--- src/rtl/fault_pkg.sv ---
// Shared types for the fault observer: fault classes, FSM states and the log record.
package fault_pkg;

    // Record field widths; fault_detector parameters default to these.
    localparam int unsigned FD_DATA_W = 32;
    localparam int unsigned FD_CYC_W  = 16;

    typedef enum logic [1:0] {
        NONE  = 2'b00,
        DELAY = 2'b01,
        FLAG  = 2'b10,
        VALUE = 2'b11
    } fault_class_t;

    typedef enum logic [1:0] {
        IDLE    = 2'b00,
        ARMED   = 2'b01,
        FAULTED = 2'b10
    } fd_state_t;

    typedef struct packed {
        logic [FD_CYC_W-1:0]  index;
        logic [FD_DATA_W-1:0] golden;
        logic [FD_DATA_W-1:0] dut;
        fault_class_t         cls;
    } fault_rec_t;

endpackage

--- src/rtl/fault_log_fifo.sv ---
// Synchronous FIFO of fault records with occupancy-count full/empty tracking.
module fault_log_fifo
    import fault_pkg::*;
#(
    parameter int unsigned DEPTH = 8
) (
    input  logic       clk,
    input  logic       rst,
    input  logic       clear,
    input  logic       push,
    input  logic       pop,
    input  fault_rec_t din,
    output logic       full,
    output logic       empty,
    output fault_rec_t head
);

    localparam int unsigned PTR_W = $clog2(DEPTH);

    fault_rec_t         mem [DEPTH];
    logic [PTR_W-1:0]   wr_ptr_q;
    logic [PTR_W-1:0]   rd_ptr_q;
    logic [PTR_W:0]     count_q;
    logic               do_push;
    logic               do_pop;

    assign full  = (count_q == (PTR_W + 1)'(DEPTH));
    assign empty = (count_q == '0);

    // A pop frees a slot in the same cycle, so a full FIFO still accepts a push then.
    assign do_pop  = pop && !empty;
    assign do_push = push && (!full || do_pop);

    assign head = mem[rd_ptr_q];

    // Pointer and occupancy bookkeeping; pointers wrap naturally since DEPTH is a power of two.
    always_ff @(posedge clk or negedge rst) begin
        if (!rst) begin
            wr_ptr_q <= '0;
            rd_ptr_q <= '0;
            count_q  <= '0;
        end else if (clear) begin
            wr_ptr_q <= '0;
            rd_ptr_q <= '0;
            count_q  <= '0;
        end else begin
            if (do_push) wr_ptr_q <= wr_ptr_q + 1'b1;
            if (do_pop)  rd_ptr_q <= rd_ptr_q + 1'b1;
            if (do_push && !do_pop) begin
                count_q <= count_q + 1'b1;
            end else if (do_pop && !do_push) begin
                count_q <= count_q - 1'b1;
            end
        end
    end

    // Storage write; contents are never read while empty, so no reset is needed.
    always_ff @(posedge clk) begin
        if (do_push && !clear) mem[wr_ptr_q] <= din;
    end

endmodule

--- src/rtl/fault_detector.sv ---
// Compares golden and fault-injected ALU samples, classifies mismatches, and logs them.
module fault_detector
    import fault_pkg::*;
#(
    parameter int unsigned DATA_W = FD_DATA_W,
    parameter int unsigned DEPTH  = 8,
    parameter int unsigned CYC_W  = FD_CYC_W
) (
    input  logic              clk,
    input  logic              rst,
    input  logic              enable,
    input  logic              in_valid,
    input  logic [DATA_W-1:0] golden_result,
    input  logic [DATA_W-1:0] dut_result,
    input  logic              golden_zero,
    input  logic              dut_zero,
    output logic              log_valid,
    input  logic              log_ready,
    output logic [CYC_W-1:0]  log_index,
    output logic [DATA_W-1:0] log_golden,
    output logic [DATA_W-1:0] log_dut,
    output logic [1:0]        log_class,
    output logic              fault_seen,
    output logic [CYC_W-1:0]  first_fault_index,
    output logic [CYC_W-1:0]  mismatch_count,
    output logic              log_overflow,
    output logic [1:0]        state
);

    fd_state_t          state_q;
    logic               enable_q;
    logic [CYC_W-1:0]   sample_cnt_q;
    logic [CYC_W-1:0]   mismatch_q;
    logic [CYC_W-1:0]   first_idx_q;
    logic               fault_seen_q;
    logic               overflow_q;
    logic               prev_valid_q;
    logic [DATA_W-1:0]  prev_golden_q;

    fault_class_t       cls;
    logic               start;
    logic               accept;
    logic               is_fault;
    logic               pop;
    logic               fifo_full;
    logic               fifo_empty;
    fault_rec_t         rec;
    fault_rec_t         head;

    // Session start is an enable rising edge seen against the registered enable.
    assign start    = enable && !enable_q && (state_q == IDLE);
    assign accept   = in_valid && (state_q != IDLE);
    assign is_fault = accept && (cls != NONE);
    assign pop      = log_valid && log_ready;

    // Classify the current sample; a DUT result matching the previous golden is a delay fault.
    always_comb begin
        cls = NONE;
        if (golden_result != dut_result) begin
            if (prev_valid_q && (dut_result == prev_golden_q)) cls = DELAY;
            else                                               cls = VALUE;
        end else if (golden_zero != dut_zero) begin
            cls = FLAG;
        end
    end

    // Assemble the record for the current sample.
    always_comb begin
        rec        = '0;
        rec.index  = sample_cnt_q;
        rec.golden = golden_result;
        rec.dut    = dut_result;
        rec.cls    = cls;
    end

    fault_log_fifo #(
        .DEPTH (DEPTH)
    ) u_log (
        .clk   (clk),
        .rst   (rst),
        .clear (start),
        .push  (is_fault),
        .pop   (pop),
        .din   (rec),
        .full  (fifo_full),
        .empty (fifo_empty),
        .head  (head)
    );

    // Session FSM plus sample counter, sticky status and previous-sample history.
    always_ff @(posedge clk or negedge rst) begin
        if (!rst) begin
            state_q       <= IDLE;
            enable_q      <= 1'b0;
            sample_cnt_q  <= '0;
            mismatch_q    <= '0;
            first_idx_q   <= '0;
            fault_seen_q  <= 1'b0;
            overflow_q    <= 1'b0;
            prev_valid_q  <= 1'b0;
            prev_golden_q <= '0;
        end else begin
            enable_q <= enable;
            if (start) begin
                state_q      <= ARMED;
                sample_cnt_q <= '0;
                mismatch_q   <= '0;
                first_idx_q  <= '0;
                fault_seen_q <= 1'b0;
                overflow_q   <= 1'b0;
                prev_valid_q <= 1'b0;
            end else begin
                if (accept) begin
                    if (sample_cnt_q != '1) sample_cnt_q <= sample_cnt_q + 1'b1;
                    prev_golden_q <= golden_result;
                    prev_valid_q  <= 1'b1;
                end
                if (is_fault) begin
                    if (mismatch_q != '1) mismatch_q <= mismatch_q + 1'b1;
                    if (!fault_seen_q) begin
                        fault_seen_q <= 1'b1;
                        first_idx_q  <= sample_cnt_q;
                    end
                    if (fifo_full && !pop) overflow_q <= 1'b1;
                end
                if (!enable) begin
                    state_q <= IDLE;
                end else if ((state_q == ARMED) && is_fault) begin
                    state_q <= FAULTED;
                end
            end
        end
    end

    // Head record is masked to zero while the log is empty.
    always_comb begin
        log_valid  = !fifo_empty;
        log_index  = fifo_empty ? '0 : head.index;
        log_golden = fifo_empty ? '0 : head.golden;
        log_dut    = fifo_empty ? '0 : head.dut;
        log_class  = fifo_empty ? 2'b00 : head.cls;
    end

    assign fault_seen        = fault_seen_q;
    assign first_fault_index = first_idx_q;
    assign mismatch_count    = mismatch_q;
    assign log_overflow      = overflow_q;
    assign state             = state_q;

endmodule

--- config.mk ---
export PLATFORM = sky130hd
export DESIGN_NAME = fault_detector
export DESIGN_NICKNAME = d
export VERILOG_FILES = /design/src/rtl/fault_pkg.sv /design/src/rtl/fault_log_fifo.sv /design/src/rtl/fault_detector.sv
export SDC_FILE = /design/constraint.sdc
export NUM_CORES = 1
export LEC_CHECK = 0
export ABC_AREA = 0
export CORE_ASPECT_RATIO = 0.6
export CORE_MARGIN = 2
export CORE_UTILIZATION = 50
export CTS_CLUSTER_DIAMETER = 100
export DETAILED_ROUTE_END_ITERATION = 8
export PLACE_DENSITY_LB_ADDON = 0.15
export SYNTH_ARGS = -nofsm -noshare
export SYNTH_HDL_FRONTEND = slang
export SYNTH_HIERARCHICAL = 1
export SYNTH_SLANG_ARGS = --single-unit
--- constraint.sdc ---
create_clock -name clk -period 10.53 [get_ports clk]
set_input_delay 2.106 -clock clk [delete_from_list [all_inputs] [get_ports clk]]
set_output_delay 2.106 -clock clk [all_outputs]
set_load 0.005 [all_outputs]
* Yosys cells after proc, flatten, opt, wreduce, memory -nomap -nowiden
Memory sizes are Yosys's and may differ from the RTL's. Cells that the tools add are included.
Operators by class: reductions and logical operators 38, equality and inequality tests 9, $add $sub $neg 6, bitwise logic cells 1, multiplexer cells 35
Operators by type and width (number):
- 2-to-1 mux 16 bit | 10
- 2-to-1 mux 32 bit | 2
- adder 16 x 1 -> 16 bit, second input constant | 2
- == test 32 bit | 1
- != test 16 bit, second input constant | 2
- != test 32 bit | 1
- nonzero test 2 bit | 9
- 2-to-1 mux 2 bit | 7
- logical AND 1 bit | 13
- 2-to-1 mux 3 bit | 4
- 2-to-1 mux 4 bit | 3
- AND reduction 2 bit | 5
- 2-to-1 mux 1 bit | 9
- zero test 1 bit | 7
- adder 3 x 1 -> 3 bit, second input constant | 2
- adder 4 x 1 -> 4 bit, second input constant | 1
- == test 4 bit, second input constant | 1
- zero test 4 bit | 1
- subtractor 4 x 1 -> 4 bit, second input constant | 1
- != test 3 x 1 -> 1 bit, second input constant | 1
- nonzero test 3 bit | 1
- == test 2 x 1 -> 1 bit, second input constant | 1
- zero test 2 bit | 1
- != test 2 x 1 -> 1 bit, second input constant | 1
- other kinds (3) | 3
Word-level totals: memories kept 1, RAM bits 656, logic and storage cells 102, input port bits 71, register bits 96, output and inout bits 119
Memories:
- u_log.mem | words 8, bits a word 82, read ports 1, clocked after Yosys merged registers in 0, write ports 1, line fault_log_fifo.sv:20 | fault_rec_t mem [DEPTH];

* Longest topological paths before layout
depth after elaboration 12, depth in mapped cells 14, gate-level depth less buffers 12

* By module
The synthesis kept the hierarchy.
Modules (own cells, without submodules):
- fault_log_fifo | times used 1, area an instance 25349.3 um^2, cells each 1032
- fault_detector | times used 1, area an instance 5178.7 um^2, cells each 597

* Least setup slack after synthesis
Ideal clock, no wire load.
path kind input -> register, start point input dut_result[22], end point memory u_log/mem[0][0] (netlist bit), enable pin, required time 9.777 ns, cell stages on the path 10, library setup time 0.753 ns, setup slack -2.064 ns, path buffers 2, data arrival time 11.842 ns, cells stage by stage xnor2_1 > nand4_1 > nor4_2 > nand3_1 > clkbuf_1 > nand2_1 > inv_2 > buf_1 > o21ai_4 > nor4b_1
Between the ends: cells in the longest elaborated chain, start to end 10, elaborated cells between the ends (all ways) 11
RTL lines:
- from (decl) | line fault_detector.sv:14 | input logic [DATA_W-1:0] dut_result,
- == test 32 bit | line fault_detector.sv:60 | if (prev_valid_q && (dut_result == prev_golden_q)) cls = DELAY;
- logical AND 1 bit | line fault_detector.sv:60
- 2-to-1 mux 2 bit | line fault_detector.sv:60
- 2-to-1 mux 2 bit * | line fault_detector.sv:59 | if (golden_result != dut_result) begin
- nonzero test 2 bit * | line fault_detector.sv:53 | assign is_fault = accept && (cls != NONE);
- logical AND 1 bit * | line fault_detector.sv:53
- net is_fault | line fault_detector.sv:43 | logic is_fault;
- logical AND 1 bit * | line fault_log_fifo.sv:32 | assign do_push = push && (!full || do_pop);
- logical AND 1 bit * | line fault_log_fifo.sv:59 | if (do_push && !clear) mem[wr_ptr_q] <= din;
- 2-to-1 mux 1 bit * | line fault_log_fifo.sv:59
- 2-to-1 mux 1 bit (implied by the code) * | line fault_log_fifo.sv:59
- to (decl) | line fault_log_fifo.sv:20
The timed path passes the listed nets; every way through them passes the cells marked *.

==> summary.txt <==
Status -> finished, final reports clean
Num CTS Buffers -> 70
Reg2Reg Setup Slack -> 6560 ps
Buf/Inv on CP -> 2
Maximum fanout along the worst path -> 45
Sequential fraction of the synthesis area -> 72.4%
Number of global-route vias before repair -> 15700
Core footprint -> 60600 um2
Worst Tran Pin Value -> 1120 ps
Post-CTS setup buffers -> 0
Req. time, crit path -> 8420 ps
Nets -> 1921
Biggest area consumer among synthesized cells -> edfxtp_1
Port bufs -> 189
CTS clk-pin slew, worst paths -> 60 ps
VDD IR-drop max -> 124 uV
CTS tree -> done
Synth-to-Final Area Change -> 16.4%
Layout cells sized above 1 -> 21.6%
Hold Fails Final Rpt -> 0
Setup slack at placement -> 4080 ps
Synth warn -> 6
Post-CTS Hold Fix Bufs -> 0
Top-area cell type share of the netlist area -> 64.5%
Synth top area cells -> edfxtp_1, mux4_2, dfrtp_1
Die area -> 63100 um2
First-pass GRT wire length -> 102 mm
Leakage power -> 11.9 nW
Routed Antenna Nets -> 0
CP arrival -> 4090 ps
Gpl congestion -> 0.752
Netlist Area Pre-Place -> 30500 um2
CP max stage delay -> 1020 ps
Slew HR -> 25.2%
Final min period -> 6190 ps
Chip Width -> 323 um
Syn Area/Cell -> 18.7 um2
Setup TNS -> 0 ps
Remaining global-route overflow -> 0
Hold_ws -> 494 ps
Fmax achieved -> 161 MHz
Via density -> 5.70
Final worst path period share -> 58.8%
Top_reg_cell synth -> edfxtp_1
H-tree levels -> 3
Pre-Repair DR Iteration Count -> 6
Top cells by count, synth -> edfxtp_1, mux4_2, nand2_1
Pwr per Cell Area -> 232 nW/um2
Gr usage total -> 22.3%
CP delay by family, top -> buffers and inverters
Mapped Cells -> 1629
Syn nets -> 1707
CTS root buf -> clkbuf_16
Yosys cell types -> 60
Worst clock skew -> 23.2 ps
Largest net degree at the start of global routing -> 65
Fin worst setup slack -> 4340 ps
RSZ-0062 raised after global routing -> no
Rows -> 70
Post-cts gate resize count -> 0
Drt wl/cell -> 25.4 um
# DRC -> 0
Detail Placement HPWL -> 40.4 mm
Slew Viols, Final -> 0
Slowest-stage cell, CP -> dfrtp_4
Core Util, Final -> 58.6%
CTS Buffer Depth -> 3
FF+latch count, synth -> 752
Post-synth ARST share -> 12.8%
Fill cells -> 4528
Kind of start point of the critical path -> flip-flop
Overall die height -> 195 um
I/O pin total -> 190
Clock latency at the later pin of the worst-skew pair -> 600 ps
Routed wire length -> 69.1 mm
DRT iter0 DRCs -> 1748
Antenna violations before repair -> 5
Sink Count -> 752
Crit. End Element -> primary output
Via Count -> 15500
Setup violators final -> 0
Post-synth EDFFs -> 656
Critical path, cell by cell -> buf_4, mux4_2, mux2_2, nor2b_1, clkdlybuf4s50_1
Type of the most critical hold path -> reg -> reg
Initial cell density of the core -> 50.4%
Max-capacitance violation count -> 0
Critical path type -> reg -> out
Most common cell in the netlist -> edfxtp_1
## sequential cells by signal, indices dropped and copies added, names as in the netlist
name,cells
prev_valid_q,1
log_overflow,1
u_log/mem,656
enable_q,1
u_log/count_q,4
first_fault_index,16
prev_golden_q,32
sample_cnt_q,16
fault_seen,1
state,2
u_log/rd_ptr_q,3
u_log/wr_ptr_q,3
mismatch_count,16
## final cells by class
| class | instances | area, um2 | share of cell area, % |
|---|---|---|---|
| flip-flops and latches | 752 | 22100 | 62.2 |
| multi-input cells | 774 | 7970 | 22.4 |
| repair buffers | 220 | 2120 | 5.97 |
| clock buffers | 94 | 1940 | 5.45 |
| well taps | 828 | 1040 | 2.92 |
| clock inverters | 29 | 263 | 0.739 |
| inverters | 25 | 93.8 | 0.264 |
| diodes | 2 | 5.00 | 0.0141 |
## final timing paths
path                       cells past startpoint                     startpoint                            end
max                                            5  u_log/rd_ptr_q[0]$_DFFE_PN0P_                 log_golden[18]
min reg2reg                                    2       log_overflow$_DFFE_PN0P_       log_overflow$_DFFE_PN0P_
max reg2reg                                    8           state[0]$_DFFE_PN0P_      u_log/mem[7][5]$_DFFE_PP_
min in group asynchronous                      1                            rst  mismatch_count[9]$_DFFE_PN0P_
max in group asynchronous                      2                            rst  u_log/rd_ptr_q[0]$_DFFE_PN0P_
min                                            2       log_overflow$_DFFE_PN0P_       log_overflow$_DFFE_PN0P_
## worst reg2reg max path, delay by kind of cell, from the launching register on
family / cells / cell delay [ps]
buf+inv: 4 / 2050
compound gates: 2 / 550
flops: 1 / 480
simple gates: 2 / 460
## power by group
part / switching [mW] / internal, mW / leakage [nW] / total, mW
Clock: 1.05 / 1.41 / 1.08 / 2.47
Combinational: 0.966 / 1.26 / 3.58 / 2.22
Sequential: 0.189 / 3.38 / 7.28 / 3.57
Total: 2.21 / 6.04 / 11.9 / 8.25
## placed cells by master (no fill, tap or decap), types with 23 or more instances in the layout
cell type | netlist | layout
nand2_1 | 154 | 154
inv_1 | 23 | 23
nor2b_1 | 83 | 83
xnor2_1 | 72 | 72
clkdlybuf4s50_1 | 0 | 188
buf_4 | 0 | 32
nand4_1 | 23 | 23
mux2i_1 | 31 | 31
mux4_2 | 164 | 164
edfxtp_1 | 656 | 656
dfrtp_1 | 96 | 93
nor2_1 | 40 | 36
mux2_2 | 82 | 82
clkbuf_16 | 0 | 73
## cell families after synthesis
family	count (synthesis)	share of synthesized area (%)
adder cells (fa/ha/maj)	7	0.311
buffers and inverters	103	1.78
AO/OA/AOI/OAI	42	0.975
multiplexers	277	16.1
AND/OR/NAND/NOR	368	6.10
XOR/XNOR	80	2.30
flip-flops	752	72.4
## per-layer routing
metal / routed length (um) / part of all wire, % / up-vias / GRT usage [%]
met3: 5390 / 7.8 / 92 / 5.20
li1: - / - / 6776 / -
met5: 39 / 0.056 / - / 0
met2: 31300 / 45 / 540 / 32.9
met1: 31200 / 45 / 8123 / 34.2
met4: 1240 / 1.8 / 6 / 4.86
## per-stage QoR
step	instances	power (mW)	area (um2)
final	2724	8.25	35500
after global routing	2723	8.62	35500
after CTS	2722	8.36	35500
after detailed placement	2599	5.88	33300
after global placement	2599	5.86	33300
after floorplan	1629	4.95	30500
No activity file was read; power rests on OpenSTA's default activity.
